--- src/rtl/bf128_pkg.sv ---
// Shared types and constants for the Blowfish-128 sequencer.
package bf128_pkg;

  localparam int unsigned BLK_W       = 128;
  localparam int unsigned KEY_LEN_W   = 4;
  localparam int unsigned ERR_W       = 2;
  localparam int unsigned KEY_LEN_MIN = 1;
  localparam int unsigned KEY_LEN_MAX = 8;

  typedef enum logic [2:0] {
    ST_NOKEY  = 3'd0,
    ST_KEYGEN = 3'd1,
    ST_GAP    = 3'd2,
    ST_LOADED = 3'd3,
    ST_RUN    = 3'd4,
    ST_REGEN  = 3'd5
  } state_e;

  localparam logic [ERR_W-1:0] ERR_NONE    = 2'd0;
  localparam logic [ERR_W-1:0] ERR_KEYLEN  = 2'd1;
  localparam logic [ERR_W-1:0] ERR_SKG_TO  = 2'd2;
  localparam logic [ERR_W-1:0] ERR_CORE_TO = 2'd3;

  function automatic logic key_len_ok(input logic [KEY_LEN_W-1:0] len);
    return (len >= KEY_LEN_W'(KEY_LEN_MIN)) && (len <= KEY_LEN_W'(KEY_LEN_MAX));
  endfunction

endpackage

--- src/rtl/bf128_timeout_cnt.sv ---
// Saturating cycle counter; expired_c is high once the count reaches limit_i.
module bf128_timeout_cnt #(
  parameter int unsigned W = 13
) (
  input  logic         clk,
  input  logic         rst,
  input  logic         clr_i,
  input  logic         en_i,
  input  logic [W-1:0] limit_i,
  output logic         expired_c
);

  logic [W-1:0] count_q;
  logic [W-1:0] count_d;

  always_comb begin
    count_d = count_q;
    if (clr_i) begin
      count_d = '0;
    end else if (en_i && (count_q < limit_i)) begin
      count_d = count_q + W'(1);
    end
  end

  always_ff @(posedge clk or posedge rst) begin
    if (rst) begin
      count_q <= '0;
    end else begin
      count_q <= count_d;
    end
  end

  assign expired_c = (count_q >= limit_i);

endmodule

--- src/rtl/bf128_sched_ctrl.sv ---
// Sequences key generation and single-block processing for the Blowfish-128
// datapath, re-running subkey generation when a block needs the other order.
module bf128_sched_ctrl
  import bf128_pkg::*;
#(
  parameter int unsigned SKG_TIMEOUT  = 4096,
  parameter int unsigned CORE_TIMEOUT = 256
) (
  input  logic                 clk,
  input  logic                 rst,
  input  logic                 key_valid,
  output logic                 key_ready,
  input  logic [KEY_LEN_W-1:0] key_length,
  input  logic                 key_encrypt,
  input  logic                 blk_valid,
  output logic                 blk_ready,
  input  logic                 blk_encrypt,
  input  logic [BLK_W-1:0]     blk_in,
  output logic                 out_valid,
  input  logic                 out_ready,
  output logic [BLK_W-1:0]     out_data,
  output logic                 skg_enable,
  output logic                 skg_encrypt,
  output logic [KEY_LEN_W-1:0] skg_key_length,
  input  logic                 skg_ready,
  output logic                 core_start,
  output logic [BLK_W-1:0]     core_din,
  output logic                 core_encrypt,
  input  logic                 core_done,
  input  logic [BLK_W-1:0]     core_dout,
  output logic                 keys_loaded,
  output logic                 err,
  output logic [ERR_W-1:0]     err_code
);

  localparam int unsigned SKG_CW  = $clog2(SKG_TIMEOUT + 1);
  localparam int unsigned CORE_CW = $clog2(CORE_TIMEOUT + 1);

  state_e state_q, state_d;

  logic                 skg_enable_q, skg_enable_d;
  logic                 skg_encrypt_q, skg_encrypt_d;
  logic [KEY_LEN_W-1:0] skg_key_length_q, skg_key_length_d;
  logic                 core_start_q, core_start_d;
  logic [BLK_W-1:0]     core_din_q, core_din_d;
  logic                 core_encrypt_q, core_encrypt_d;
  logic                 out_valid_q, out_valid_d;
  logic [BLK_W-1:0]     out_data_q, out_data_d;
  logic                 keys_loaded_q, keys_loaded_d;
  logic                 err_q, err_d;
  logic [ERR_W-1:0]     err_code_q, err_code_d;

  logic in_loaded, in_skg, in_run;
  logic key_acc, key_bad, blk_match, blk_acc, blk_mis;
  logic skg_to, core_to;

  assign in_loaded = (state_q == ST_LOADED);
  assign in_skg    = (state_q == ST_KEYGEN) || (state_q == ST_REGEN);
  assign in_run    = (state_q == ST_RUN);

  // Key requests take priority over blocks; a direction mismatch drops blk_ready at once.
  assign key_ready = ~rst & ((state_q == ST_NOKEY) | in_loaded);
  assign key_acc   = key_valid & key_ready;
  assign key_bad   = ~key_len_ok(key_length);
  assign blk_match = (blk_encrypt == skg_encrypt_q);
  assign blk_ready = in_loaded & ~out_valid_q & ~key_valid & blk_match;
  assign blk_acc   = blk_valid & blk_ready;
  assign blk_mis   = in_loaded & blk_valid & ~key_valid & ~out_valid_q & ~blk_match;

  bf128_timeout_cnt #(.W(SKG_CW)) u_skg_to (
    .clk       (clk),
    .rst       (rst),
    .clr_i     (~in_skg),
    .en_i      (in_skg),
    .limit_i   (SKG_CW'(SKG_TIMEOUT)),
    .expired_c (skg_to)
  );

  bf128_timeout_cnt #(.W(CORE_CW)) u_core_to (
    .clk       (clk),
    .rst       (rst),
    .clr_i     (~in_run),
    .en_i      (in_run),
    .limit_i   (CORE_CW'(CORE_TIMEOUT)),
    .expired_c (core_to)
  );

  // State and output registers.
  always_ff @(posedge clk or posedge rst) begin
    if (rst) begin
      state_q          <= ST_NOKEY;
      skg_enable_q     <= 1'b0;
      skg_encrypt_q    <= 1'b0;
      skg_key_length_q <= '0;
      core_start_q     <= 1'b0;
      core_din_q       <= '0;
      core_encrypt_q   <= 1'b0;
      out_valid_q      <= 1'b0;
      out_data_q       <= '0;
      keys_loaded_q    <= 1'b0;
      err_q            <= 1'b0;
      err_code_q       <= ERR_NONE;
    end else begin
      state_q          <= state_d;
      skg_enable_q     <= skg_enable_d;
      skg_encrypt_q    <= skg_encrypt_d;
      skg_key_length_q <= skg_key_length_d;
      core_start_q     <= core_start_d;
      core_din_q       <= core_din_d;
      core_encrypt_q   <= core_encrypt_d;
      out_valid_q      <= out_valid_d;
      out_data_q       <= out_data_d;
      keys_loaded_q    <= keys_loaded_d;
      err_q            <= err_d;
      err_code_q       <= err_code_d;
    end
  end

  // Next-state logic.
  always_comb begin
    state_d = state_q;
    case (state_q)
      ST_NOKEY: begin
        if (key_acc) state_d = key_bad ? ST_NOKEY : ST_KEYGEN;
      end
      ST_KEYGEN, ST_REGEN: begin
        if (skg_ready)   state_d = ST_GAP;
        else if (skg_to) state_d = ST_NOKEY;
      end
      ST_GAP: state_d = ST_LOADED;
      ST_LOADED: begin
        if (key_acc)      state_d = key_bad ? ST_NOKEY : ST_KEYGEN;
        else if (blk_acc) state_d = ST_RUN;
        else if (blk_mis) state_d = ST_REGEN;
      end
      ST_RUN: begin
        if (core_done || core_to) state_d = ST_LOADED;
      end
      default: state_d = ST_NOKEY;
    endcase
  end

  // Next values of the registered outputs.
  always_comb begin
    skg_enable_d     = skg_enable_q;
    skg_encrypt_d    = skg_encrypt_q;
    skg_key_length_d = skg_key_length_q;
    core_start_d     = 1'b0;
    core_din_d       = core_din_q;
    core_encrypt_d   = core_encrypt_q;
    out_valid_d      = out_valid_q & ~out_ready;
    out_data_d       = out_data_q;
    keys_loaded_d    = keys_loaded_q;
    err_d            = err_q;
    err_code_d       = err_code_q;

    if (key_acc) begin
      skg_key_length_d = key_length;
      skg_encrypt_d    = key_encrypt;
      skg_enable_d     = ~key_bad;
      keys_loaded_d    = 1'b0;
      err_d            = key_bad;
      err_code_d       = key_bad ? ERR_KEYLEN : ERR_NONE;
    end else if (blk_acc) begin
      core_din_d     = blk_in;
      core_encrypt_d = blk_encrypt;
      core_start_d   = 1'b1;
    end else if (blk_mis) begin
      skg_encrypt_d = blk_encrypt;
      skg_enable_d  = 1'b1;
      keys_loaded_d = 1'b0;
    end

    case (state_q)
      ST_KEYGEN, ST_REGEN: begin
        if (skg_ready) begin
          skg_enable_d = 1'b0;
        end else if (skg_to) begin
          skg_enable_d = 1'b0;
          err_d        = 1'b1;
          err_code_d   = ERR_SKG_TO;
        end
      end
      ST_GAP: keys_loaded_d = 1'b1;
      ST_RUN: begin
        if (core_done) begin
          out_data_d  = core_dout;
          out_valid_d = 1'b1;
        end else if (core_to) begin
          err_d      = 1'b1;
          err_code_d = ERR_CORE_TO;
        end
      end
      default: ;
    endcase
  end

  assign skg_enable     = skg_enable_q;
  assign skg_encrypt    = skg_encrypt_q;
  assign skg_key_length = skg_key_length_q;
  assign core_start     = core_start_q;
  assign core_din       = core_din_q;
  assign core_encrypt   = core_encrypt_q;
  assign out_valid      = out_valid_q;
  assign out_data       = out_data_q;
  assign keys_loaded    = keys_loaded_q;
  assign err            = err_q;
  assign err_code       = err_code_q;

endmodule

--- config.mk ---
export PLATFORM = sky130hd
export DESIGN_NAME = bf128_sched_ctrl
export DESIGN_NICKNAME = d
export VERILOG_FILES = /design/src/rtl/bf128_pkg.sv /design/src/rtl/bf128_timeout_cnt.sv /design/src/rtl/bf128_sched_ctrl.sv
export SDC_FILE = /design/constraint.sdc
export NUM_CORES = 1
export LEC_CHECK = 0
export CORE_AREA = 2 2 213 215
export DETAILED_ROUTE_END_ITERATION = 16
export DIE_AREA = 0 0 215 217
export SYNTH_ARGS = -nofsm -noshare
export SYNTH_HDL_FRONTEND = slang
export SYNTH_SLANG_ARGS = --single-unit
--- constraint.sdc ---
create_clock -name clk -period 20.5 [get_ports clk]
set_input_delay 3.075 -clock clk [delete_from_list [all_inputs] [get_ports clk]]
set_output_delay 3.075 -clock clk [all_outputs]
set_load 0.05 [all_outputs]
Yosys cells after proc, flatten, opt, wreduce, memory -nomap -nowiden
Cells that the tools add are included.
{"block": "totals", "reg_bits": 294, "latchBits": 0, "ram_bits": 0, "rom_bits": 0, "inputBits": 269, "output_inout_bits": 271, "wordCells": 112, "n_memories": 0}
{"block": "classes", "addsub": 2, "multipliers": 0, "div_mod_pow": 0, "magnitude_cmp": 6, "n_eq_ne": 14, "n_shift": 0, "n_mux": 43, "bitwise": 19, "reduce_logical": 14}
{"op": "13-bit two-way mux", "n": 2}
{"op": "1-bit two-way mux", "n": 24}
{"op": "3-bit two-way mux", "n": 7}
{"op": "9-bit two-way mux", "n": 2}
{"op": "3-bit case mux with 5 select lines", "n": 1}
{"op": "13-bit by 1-bit adder with 13-bit output, second input constant", "n": 1}
{"op": "13-bit greater-or-equal comparator, second input constant", "n": 1}
{"op": "13-bit < comparator, second input constant", "n": 1}
{"op": "1-bit AND", "n": 11}
{"op": "2-bit two-way mux", "n": 5}
{"op": "2-bit != test, second input constant", "n": 5}
{"op": "9-bit by 1-bit adder with 9-bit output, second input constant", "n": 1}
{"op": "9-bit greater-or-equal comparator, second input constant", "n": 1}
{"op": "9-bit < comparator, second input constant", "n": 1}
{"op": "2-bit AND reduction", "n": 4}
{"op": "1-bit NOT", "n": 7}
{"op": "3-bit by 2-bit == test with 1-bit output, second input constant", "n": 2}
{"op": "3-bit == test, second input constant", "n": 2}
{"op": "4-bit by 1-bit greater-or-equal comparator with 1-bit output, second input constant", "n": 1}
{"op": "4-bit less-or-equal comparator, second input constant", "n": 1}
{"op": "4-bit by 1-bit != test with 1-bit output, second input constant", "n": 1}
{"op": "2-bit case mux with 2 select lines", "n": 1}
{"op": "4-bit AND reduction", "n": 1}
{"op": "3-bit by 1-bit == test with 1-bit output, second input constant", "n": 1}
{"op": "11 further kinds", "n": 14}

Longest topological paths before layout
{"block": "logic_depth", "depth_word": 11, "ltp_mapped": 7, "depth_no_buf": 5}

By module
From an unflattened synthesis, not the netlist that was laid out.
{"block": "unflattened", "hier_cells": 829, "area_unflattened_um2": 12102.9}
{"module": "bf128_sched_ctrl", "n_inst": 1, "cells_each": 626, "area_each_um2": 10307.4}
{"module": "bf128_timeout_cnt (u_skg_to)", "n_inst": 1, "cells_each": 121, "area_each_um2": 1061.0}
{"module": "bf128_timeout_cnt (u_core_to)", "n_inst": 1, "cells_each": 82, "area_each_um2": 734.5}

Least setup slack after synthesis
OpenSTA, ideal clock, no wires.
{"block": "synth_path", "kind": "input to output", "start": "in key_valid", "end": "out blk_ready", "arrival_ns": 3.981, "required_time_ns": 17.425, "setup_slack_ns": 13.444, "stages": 3, "n_path_buf": 0, "cell_sequence": "nor2_1 > nand3_1 > nor2_1"}
{"block": "synth_between", "elab_chain_cells": 3}
{"item": "from (decl)", "line": "bf128_sched_ctrl.sv:11", "source": "input logic key_valid,"}
{"item": "1-bit NOT", "line": "bf128_sched_ctrl.sv:66", "source": "assign blk_ready = in_loaded & ~out_valid_q & ~key_valid & blk_match;"}
{"item": "1-bit AND (2 in a row)", "line": "bf128_sched_ctrl.sv:66"}
{"item": "to (decl)", "line": "bf128_sched_ctrl.sv:16", "source": "output logic blk_ready,"}
Every way passes these cells.

Worst setup path in the final report
Ends and elaborated chain as after synthesis.

==> flow_metrics.py <==
metrics = {
    "yosys": {
        "synth-edff-count": 0,
        "syn_inst": 739,
        "synth_area_um2": 11550,
        "yosysUniqueCellTypes": 41,
        "yosys_warnings": 0,
        "syn_avg_cell_area_um2": 15.63,
        "ys_seq_area_frac": 0.6368,
        "synth_nets": 1012,
        "async_flop_share": 1.000,
        "ys_ff_latch": 294,
        "ys.flop_type": "dfrtp_1",
    },
    "clocking": {
        "clk_pin_slew_ps": 50,
        "cts_buffers": 36,
        "cts_htree_levels": 2,
        "ctsHoldBuffers": 0,
        "clock-root-buffer": "clkbuf_16",
        "cts.sink_count": 294,
        "clock_latency_ps": 520,
        "cts_post_setup_buffers_inserted": 0,
        "cts_tree": "yes",
        "cts_buffer_depth": 3,
        "cts_resized": 0,
    },
    "flow_run": {
        "cap_violations": 0,
    },
    "detailed_routing": {
        "vias": 8081,
        "routed.top_layer": "met4",
        "drtIter0Drc": 350,
        "wire_per_inst_um": 18.01,
        "dr_wl_met2_um": 17170,
        "dr.pass1.iters": 4,
        "route.detailed.drc": 0,
        "wl_met1_um": 13940,
        "viasPerCell": 4.235,
        "wl_met3_um": 2591,
        "ant_nets": 0,
        "routed_wl_um": 34360,
    },
    "critical_path": {
        "timing.reg2reg.setup_slack_ps": 17170,
        "path_class": "primary input to primary output",
        "critPathRequiredTime_ps": 17430,
        "reg2reg_from": "state_q[0]$_DFFE_PP0P_",
        "reg2reg_to": "out_data[67]$_DFFE_PP0P_",
        "critPathCaptureType": "primary output",
        "reg2regPathDepth": 5,
        "startpoint_type": "primary input",
        "crit_path_max_fanout": 4,
        "worstPathArrival_ps": 4760,
    },
    "run_status": {
        "status": "completed",
    },
    "placed_design": {
        "port_buffers": 539,
        "hpwl_um": 25150,
        "place.gp.congestion": 0.7849,
        "dp.cells": 1847,
    },
    "global_routing": {
        "grt_max_degree": 151,
        "antenna_found_initial": 0,
        "grt_pass1_vias": 8579,
        "grt_overflow": 0,
        "grt.total_usage": 0.1431,
        "grt_pass1_wl_um": 51800,
    },
    "layout": {
        "layout_commonest_cell": "clkdlybuf4s50_1",
        "area_delta_synth_final_pct": 61.09,
        "fin_cells": 1908,
        "multi_input_area_um2": 3790,
        "diodes": 0,
        "layout_common_cells": "539 x clkdlybuf4s50_1, 294 x dfrtp_1, 261 x mux2_2, 37 x clkbuf_16, 27 x nor2_1",
        "final-seq-area_um2": 7357,
        "fill_cells": 4278,
        "fin_nets": 1558,
        "drive_gt1_frac": 0.2500,
    },
    "timing": {
        "slew-limit-headroom": 0.3177,
        "max_freq_mhz": 127.6,
        "worst_pin_slew_ps": 1023,
        "hold_violations": 0,
        "rsz0062_at_grt": "false",
        "finClkSkew_ps": 12.08,
        "fin_tns_setup_ps": 0,
        "period_minus_slack_ps": 7839,
        "finalCritPeriodShare": 0.3824,
        "setup_viol_count_final": 0,
        "drv_slew": 0,
    },
    "floorplanning": {
        "chipWidth_um": 215,
        "die-height_um": 217,
        "core_um2": 44700,
        "io_pins": 540,
        "rows": 78,
        "die-area_um2": 46660,
        "start_util": 0.2585,
    },
    "worst_hold_path": {
        "hold_path_startpoint": "err_code[1]$_DFF_PP0_",
        "min_to": "err_code[1]$_DFF_PP0_",
        "hold_class": "register to register",
        "hold_depth": 2,
    },
    "power_and_ir_drop": {
        "peakVddDrop_mv": 0.1082,
        "leakage_nw": 7.685,
        "powerDensity_nw_per_um2": 189.0,
    },
}
cell usage after synthesis, drive strengths merged, types with 2 or more instances:
master  count  area [um2]
buf        27       250.2
o21ai       8       40.04
xnor2       9       78.83
mux2i       5       50.05
a21oi       9       45.04
nand4       5       37.53
o22ai       2       12.51
xor2        9       78.83
nand2       9       33.78
o31ai       2       15.01
or3         4       25.02
dfrtp     294        7357
nor2       29       118.9
inv        14       52.55
ha          4       50.05
nand3       5       25.02
nand2b      4       25.02
clkbuf     10       107.6
nor2b       4       32.53
mux2      261        2939
nor3        6       30.03
and3        3       18.77
nor4        5       31.28
power breakdown:
part	total (W)	switching, W	internal (W)
Combinational	0.00189	0.00120	0.000684
Sequential	0.000983	0.000142	0.000841
Clock	0.000648	0.000245	0.000403
flip-flops by register name, summed over array words and instances, names as in the netlist:
register	count
state_q	3
skg_key_length	4
err_code	2
u_skg_to.count_q	13
err	1
core_start	1
core_din	128
core_encrypt	1
out_data	128
out_valid	1
skg_encrypt	1
u_core_to.count_q	9
keys_loaded	1
skg_enable	1
kinds of logic (layout without fill, tap and decap cells):
| group | Yosys count | in the layout | synth area share |
|---|---|---|---|
| buffers and inverters | 51 | 620 | 0.03552 |
| AO/OA/AOI/OAI | 27 | 27 | 0.01430 |
| XOR/XNOR | 18 | 18 | 0.01365 |
| flip-flops | 294 | 294 | 0.6368 |
| adder cells (fa/ha/maj) | 4 | 4 | 0.004332 |
| AND/OR/NAND/NOR | 79 | 79 | 0.03661 |
| multiplexers | 266 | 266 | 0.2587 |
worst max-delay path: stages:
cell and delay [ps]:
clkdlybuf4s50_1 460, nor2_1 180, nand3_1 100, nor2_1 130
clkdlybuf4s50_1 810
stage by stage:
| stage | total power [W] | worst slack (ps) | area, um2 | hold WS (ps) | utilization |
|---|---|---|---|---|---|
| 6_report | 0.003517 | 12660 | 18610 | 499.9 | 0.4163 |
| 5_1_grt | 0.003664 | 12540 | 18610 | 511.5 | 0.4163 |
| 4_1_cts | 0.003565 | 12670 | 18610 | 505.4 | 0.4163 |
| 3_5_place_dp | 0.002895 | 12680 | 17410 | 493.9 | 0.3895 |
| 3_3_place_gp | 0.002874 | 12650 | 17410 | 470.0 | 0.3895 |
| 2_1_floorplan | 0.002200 | 9306 | 11550 | 497.8 | - |
how the worst max path moves through the flow:
stage          cells after the start      start                      end
5_1_grt                            5  key_valid                blk_ready
4_1_cts                            5  key_valid                blk_ready
3_3_place_gp                       5  key_valid                blk_ready
3_5_place_dp                       5  key_valid                blk_ready
6_report                           5  key_valid                blk_ready
2_1_floorplan                      1        rst  core_din[0]$_DFFE_PP0P_
per-layer routing:
layer	vias to the layer above	GRT usage
li1	3690	-
met1	4048	0.1715
met2	301	0.2462
met3	42	0.04878
met4	0	0.03724
met5	-	0
layout make-up:
| type | instances | area share |
|---|---|---|
| inverters | 14 | 0.003227 |
| flip-flops and latches | 294 | 0.3953 |
| repair buffers | 545 | 0.2930 |
| multi-input cells | 394 | 0.2037 |
| clock buffers | 52 | 0.05601 |
| clock inverters | 9 | 0.008404 |
| well taps | 600 | 0.04034 |
Note: power is estimated with default switching activity, not from simulation.
